<file path="src/rtl/evm_div_pkg.sv">
// Shared definitions for the sequential restoring divider: FSM encoding,
// the divide-by-zero quotient pattern and a width helper.
package evm_div_pkg;

  typedef enum logic [1:0] {
    S_IDLE = 2'd0,
    S_BUSY = 2'd1,
    S_DONE = 2'd2
  } state_t;

  // All-ones quotient reported for a zero divisor; sliced to WIDTH by users.
  localparam logic [31:0] DBZ_QUOTIENT = 32'hFFFF_FFFF;

  function automatic int clog2(input int value);
    int r;
    r = 0;
    while ((1 << r) < value) r++;
    return r;
  endfunction

endpackage

</file>
<file path="src/rtl/div_step.sv">
// One combinational restoring-division step: shift the next dividend bit into
// the partial remainder, trial-subtract the divisor, restore on borrow.
module div_step
  #(parameter int WIDTH = 7)
  (
    input  logic [WIDTH:0]   p,
    input  logic [WIDTH-1:0] q,
    input  logic [WIDTH-1:0] divisor,
    output logic [WIDTH:0]   p_next,
    output logic [WIDTH-1:0] q_next
  );

  // The held partial remainder is always below the divisor, so its top bit is
  // zero and {p, q_msb} equals the shifted P zero-extended to WIDTH+2 bits.
  logic [WIDTH+1:0] p_shift;
  logic [WIDTH+1:0] trial;
  logic             borrow;

  assign p_shift = {p, q[WIDTH-1]};
  assign trial   = p_shift - {2'b00, divisor};
  assign borrow  = trial[WIDTH+1];

  assign p_next = borrow ? p_shift[WIDTH:0] : trial[WIDTH:0];
  assign q_next = {q[WIDTH-2:0], ~borrow};

endmodule

</file>
<file path="src/rtl/seq_divider.sv">
// Multi-cycle unsigned restoring divider, one quotient bit per clock, with
// valid/ready handshakes on the operand and result sides.
module seq_divider
  import evm_div_pkg::*;
  #(parameter int WIDTH = 7)
  (
    input  logic             clk,
    input  logic             rst_n,
    input  logic             in_valid,
    output logic             in_ready,
    input  logic [WIDTH-1:0] dividend,
    input  logic [WIDTH-1:0] divisor,
    output logic             out_valid,
    input  logic             out_ready,
    output logic [WIDTH-1:0] quotient,
    output logic [WIDTH-1:0] remainder,
    output logic             div_by_zero,
    output logic             busy
  );

  localparam int CNT_W = clog2(WIDTH + 1);

  state_t           state;
  logic [WIDTH-1:0] q_reg;
  logic [WIDTH-1:0] d_reg;
  logic [WIDTH:0]   p_reg;
  logic [CNT_W-1:0] cnt;
  logic             dbz_reg;

  logic [WIDTH:0]   p_next;
  logic [WIDTH-1:0] q_next;

  div_step #(.WIDTH(WIDTH)) u_step (
    .p       (p_reg),
    .q       (q_reg),
    .divisor (d_reg),
    .p_next  (p_next),
    .q_next  (q_next)
  );

  // NOTE: every register here uses <= so all updates see pre-edge values.
  always_ff @(posedge clk or negedge rst_n) begin
    if (!rst_n) begin
      state       <= S_IDLE;
      q_reg       <= '0;
      d_reg       <= '0;
      p_reg       <= '0;
      cnt         <= '0;
      dbz_reg     <= 1'b0;
      in_ready    <= 1'b1;
      out_valid   <= 1'b0;
      quotient    <= '0;
      remainder   <= '0;
      div_by_zero <= 1'b0;
      busy        <= 1'b0;
    end else begin
      case (state)
        S_IDLE: begin
          if (in_valid && in_ready) begin
            d_reg    <= divisor;
            in_ready <= 1'b0;
            if (divisor != '0) begin
              q_reg   <= dividend;
              p_reg   <= '0;
              cnt     <= CNT_W'(WIDTH);
              dbz_reg <= 1'b0;
              busy    <= 1'b1;
              state   <= S_BUSY;
            end else begin
              // Result is staged here and published one cycle later in DONE.
              q_reg   <= DBZ_QUOTIENT[WIDTH-1:0];
              p_reg   <= {1'b0, dividend};
              dbz_reg <= 1'b1;
              state   <= S_DONE;
            end
          end
        end

        S_BUSY: begin
          q_reg <= q_next;
          p_reg <= p_next;
          cnt   <= cnt - 1'b1;
          if (cnt == CNT_W'(1)) begin
            busy      <= 1'b0;
            out_valid <= 1'b1;
            quotient  <= q_next;
            remainder <= p_next[WIDTH-1:0];
            state     <= S_DONE;
          end
        end

        S_DONE: begin
          if (!out_valid) begin
            out_valid   <= 1'b1;
            quotient    <= q_reg;
            remainder   <= p_reg[WIDTH-1:0];
            div_by_zero <= dbz_reg;
          end else if (out_ready) begin
            // quotient/remainder intentionally keep their last values.
            out_valid   <= 1'b0;
            div_by_zero <= 1'b0;
            in_ready    <= 1'b1;
            state       <= S_IDLE;
          end
        end

        default: state <= S_IDLE;
      endcase
    end
  end

endmodule

</file>
<file path="config.mk">
export PLATFORM = sky130hd
export DESIGN_NAME = seq_divider
export DESIGN_NICKNAME = d
export VERILOG_FILES = /design/src/rtl/evm_div_pkg.sv /design/src/rtl/div_step.sv /design/src/rtl/seq_divider.sv
export SDC_FILE = /design/constraint.sdc
export NUM_CORES = 1
export LEC_CHECK = 0
export CORE_ASPECT_RATIO = 1.75
export CORE_MARGIN = 4
export CORE_UTILIZATION = 50
export CTS_BUF_LIST = sky130_fd_sc_hd__clkbuf_16
export DETAILED_ROUTE_END_ITERATION = 8
export PLACE_DENSITY = 0.72
export SLEW_MARGIN = 15
export SYNTH_ARGS = -nofsm -noshare
export SYNTH_HDL_FRONTEND = slang
export SYNTH_SLANG_ARGS = --single-unit
</file>
<file path="constraint.sdc">
create_clock -name clk -period 4.3 [get_ports clk]
set_input_delay 0.645 -clock clk [delete_from_list [all_inputs] [get_ports clk]]
set_output_delay 0.645 -clock clk [all_outputs]
set_load 0.02 [all_outputs]
</file>
==> flow_metrics.py <==
metrics = {
    "run_status": {
        "status": "finished, final reports clean",
    },
    "timing": {
        "final_max_slew_viol_count": 0,
        "fmax_mhz": 391.5,
        "finalSetupViolCount": 0,
        "worst_pin_slew_ns": 1.051,
        "period_share_pct": 59.41,
        "relSlewSlack_pct": 29.94,
        "timing.final.crit_period_ns": 2.554,
        "hold_viol": 0,
        "clock_skew_ns": 0.006461,
        "timing.setup.tns_ns": 0,
        "rsz0062_at_grt": "false",
    },
    "power": {
        "clkPwrFrac_pct": 48.8,
        "peakVddDrop_mv": 0.2919,
        "swShare_pct": 20.08,
        "internal-power_uw": 718.9,
        "p_sw_uw": 180.6,
        "pwr-share-seq_pct": 48.1,
        "p_per_area_mw_per_mm2": 287.9,
        "pwr-share-comb_pct": 3.1,
        "power.leakage_uw": 0.001381,
    },
    "synthesis": {
        "synthFlopType": "dfrtp_1",
        "synthTopCellsByArea": "dfrtp_1 (44%), o21ai_0 (5.7%), nand2_1 (5.3%)",
        "syn-num-nets": 304,
        "yosysTopAreaCell": "dfrtp_1",
        "synth_edf_count": 0,
        "ys_ff_latch": 46,
        "avgSynthCellArea_um2": 9.293,
        "yosysSeqAreaShare_pct": 44.93,
        "yosysMostFrequentCell": "dfrtp_1",
        "synthCells": 276,
        "ys_async_sr_fraction_pct": 100.0,
        "synth_area_mm2": 0.002565,
        "yosys-top-cells-count": "dfrtp_1 (45), nand2_1 (36), o21ai_0 (29)",
        "yosys.cell_types.count": 55,
        "synth_top_area_share_pct": 43.90,
        "ys_warn_count": 0,
    },
    "worst_setup_path": {
        "endpoint_kind": "flip-flop",
        "critPathMaxFanout": 15,
        "path_class": "in2reg",
        "startpoint": "divisor[2]",
        "worst_setup_path_start_kind": "input pin",
        "reg2reg_from": "p_reg[4]",
        "cp_data_arrival_time_ns": 2.76,
        "required_ns": 4.51,
    },
    "cells_and_area": {
        "diodes": 0,
        "utilization_pct": 62.77,
        "area_growth_pct": 21.81,
        "drive_gt1_share_pct": 8.766,
        "nNetsFinal": 335,
        "largest_register_ffs": 8,
    },
    "clock_tree": {
        "root_buffer": "clkbuf_16",
        "clock-sinks": 46,
        "clock_latency_ns": 0.29,
        "tritoncts": "built",
        "numCtsBuffers": 5,
        "postCtsHoldBufs": 0,
        "post_cts_buffers": 0,
        "cts.path.max_buffers": 2,
        "htreeDepth": 2,
        "clk_pin_slew_worst_paths_ns": 0.07,
        "cts_resized": 0,
    },
    "floorplan": {
        "die_h_um": 102.8,
        "rows": 34,
        "ioPinCount": 36,
        "start_util_pct": 51.53,
        "core-area_mm2": 0.004977,
        "die-area_mm2": 0.006385,
        "die_width_um": 62.14,
    },
    "detailed_routing": {
        "remaining_drc_errors": 0,
        "vias": 2173,
        "wirelength_um": 6325,
        "drt-vias-per-instance": 6.003,
        "drt_first_pass_iters": 4,
        "wire_per_inst_um": 17.47,
        "ant_nets": 0,
        "drt-initial-drc-count": 147,
    },
    "placed_design": {
        "hpwl_um": 4545,
        "port_buffers": 35,
        "gpl.final_weighted_congestion": 0.8591,
    },
    "worst_hold_path": {
        "min_from": "d_reg[0]",
        "hp-class": "reg2reg",
    },
    "global_route": {
        "grt_pass1_vias": 2192,
        "antenna_found_initial": 0,
        "grt_pass1_wl_um": 10430,
        "grt_max_degree": 47,
        "grt_usage_pct": 20.49,
        "grt_overflow": 0,
    },
    "job": {
        "drv_cap": 0,
    },
}
==> area by class of cell <==
type                    count  area [um2]
repair buffers             38       367.9
inverters                  12       45.04
fillers                   440        1853
clock inverters             3       41.29
clock buffers               5       125.1
flip-flops and latches     46        1152
well taps                  54       67.56
multi-input cells         204        1325
==> cell usage in the layout (no fill, tap or decap), types with 4 or more instances in the layout <==
master / count
a21oi_1: 16
a22oi_1: 10
a31oi_1: 10
clkbuf_16: 5
clkdlybuf4s50_1: 34
dfrtp_1: 45
ha_1: 9
inv_1: 13
nand2_1: 36
nand2b_1: 5
nand3_1: 5
nor2_1: 23
nor2b_1: 4
o21ai_0: 29
or3_1: 4
==> final timing paths <==
kind | depth (start not counted) | end | slack [ns]
max in group asynchronous | 1 | q_reg[3] | 3.11
max reg2reg | 6 | p_reg[0] | 1.80
min reg2reg | 2 | d_reg[0] | 0.50
max | 6 | p_reg[2] | 1.75
min in group asynchronous | 1 | cnt[1] | 0.54
min | 2 | d_reg[0] | 0.50
==> power by group through the flow <==
| stage | Clock, uW | Combinational (uW) | Sequential [uW] |
|---|---|---|---|
| after global placement | 0 | 28.4 | 441 |
| after detailed placement | 0 | 28.5 | 441 |
| after CTS | 441 | 28.6 | 433 |
| after floorplan | 0 | 0.935 | 441 |
| after global routing | 458 | 30.7 | 432 |
| final | 439 | 27.9 | 433 |
==> logic make-up (layout without fill, tap and decap cells) <==
family,Yosys count,count (layout),share of synthesized area (%)
and+or+nand+nor,94,94,18.34
buffers and inverters,26,58,4.000
muxes,5,5,2.342
AOI/OAI and AO/OA,92,92,24.20
adders and majority gates,10,10,5.171
xor gates and xnor gates,3,3,1.025
DFF,46,46,44.93
==> per-layer routing <==
layer  part of all wire, %  routed length, um  global-route usage (%)  vias to the layer above
met1                    43               2705                   24.74                     1068
li1                      -                  -                       -                     1058
met3                   2.5                155                   2.617                       10
met5                     0                  0                       0                        -
met2                    52               3292                   36.50                       37
met4                   2.7                171                   8.681                        0
==> stage by stage <==
| stage | cells | worst slack, ns | power [uW] | hold WS (ns) | instance area [um2] |
|---|---|---|---|---|---|
| 3_5_place_dp | 354 | 1.461 | 469.3 | 0.4827 | 2958 |
| 3_3_place_gp | 354 | 1.519 | 469.2 | 0.4862 | 2958 |
| 5_1_grt | 362 | 1.564 | 920.7 | 0.5142 | 3124 |
| 6_report | 362 | 1.746 | 899.4 | 0.4957 | 3124 |
| 2_1_floorplan | 276 | 2.099 | 441.8 | 0.3494 | 2565 |
| 4_1_cts | 362 | 1.752 | 902.8 | 0.4980 | 3124 |
==> worst max-delay path: stages <==
cell and delay, ns:
clkdlybuf4s50_1 0.42, or4_1 0.58, nor4_4 0.57, and2_1 0.32, a22oi_1 0.09, o21ai_0 0.12
No activity file was read; power rests on OpenSTA's default activity.
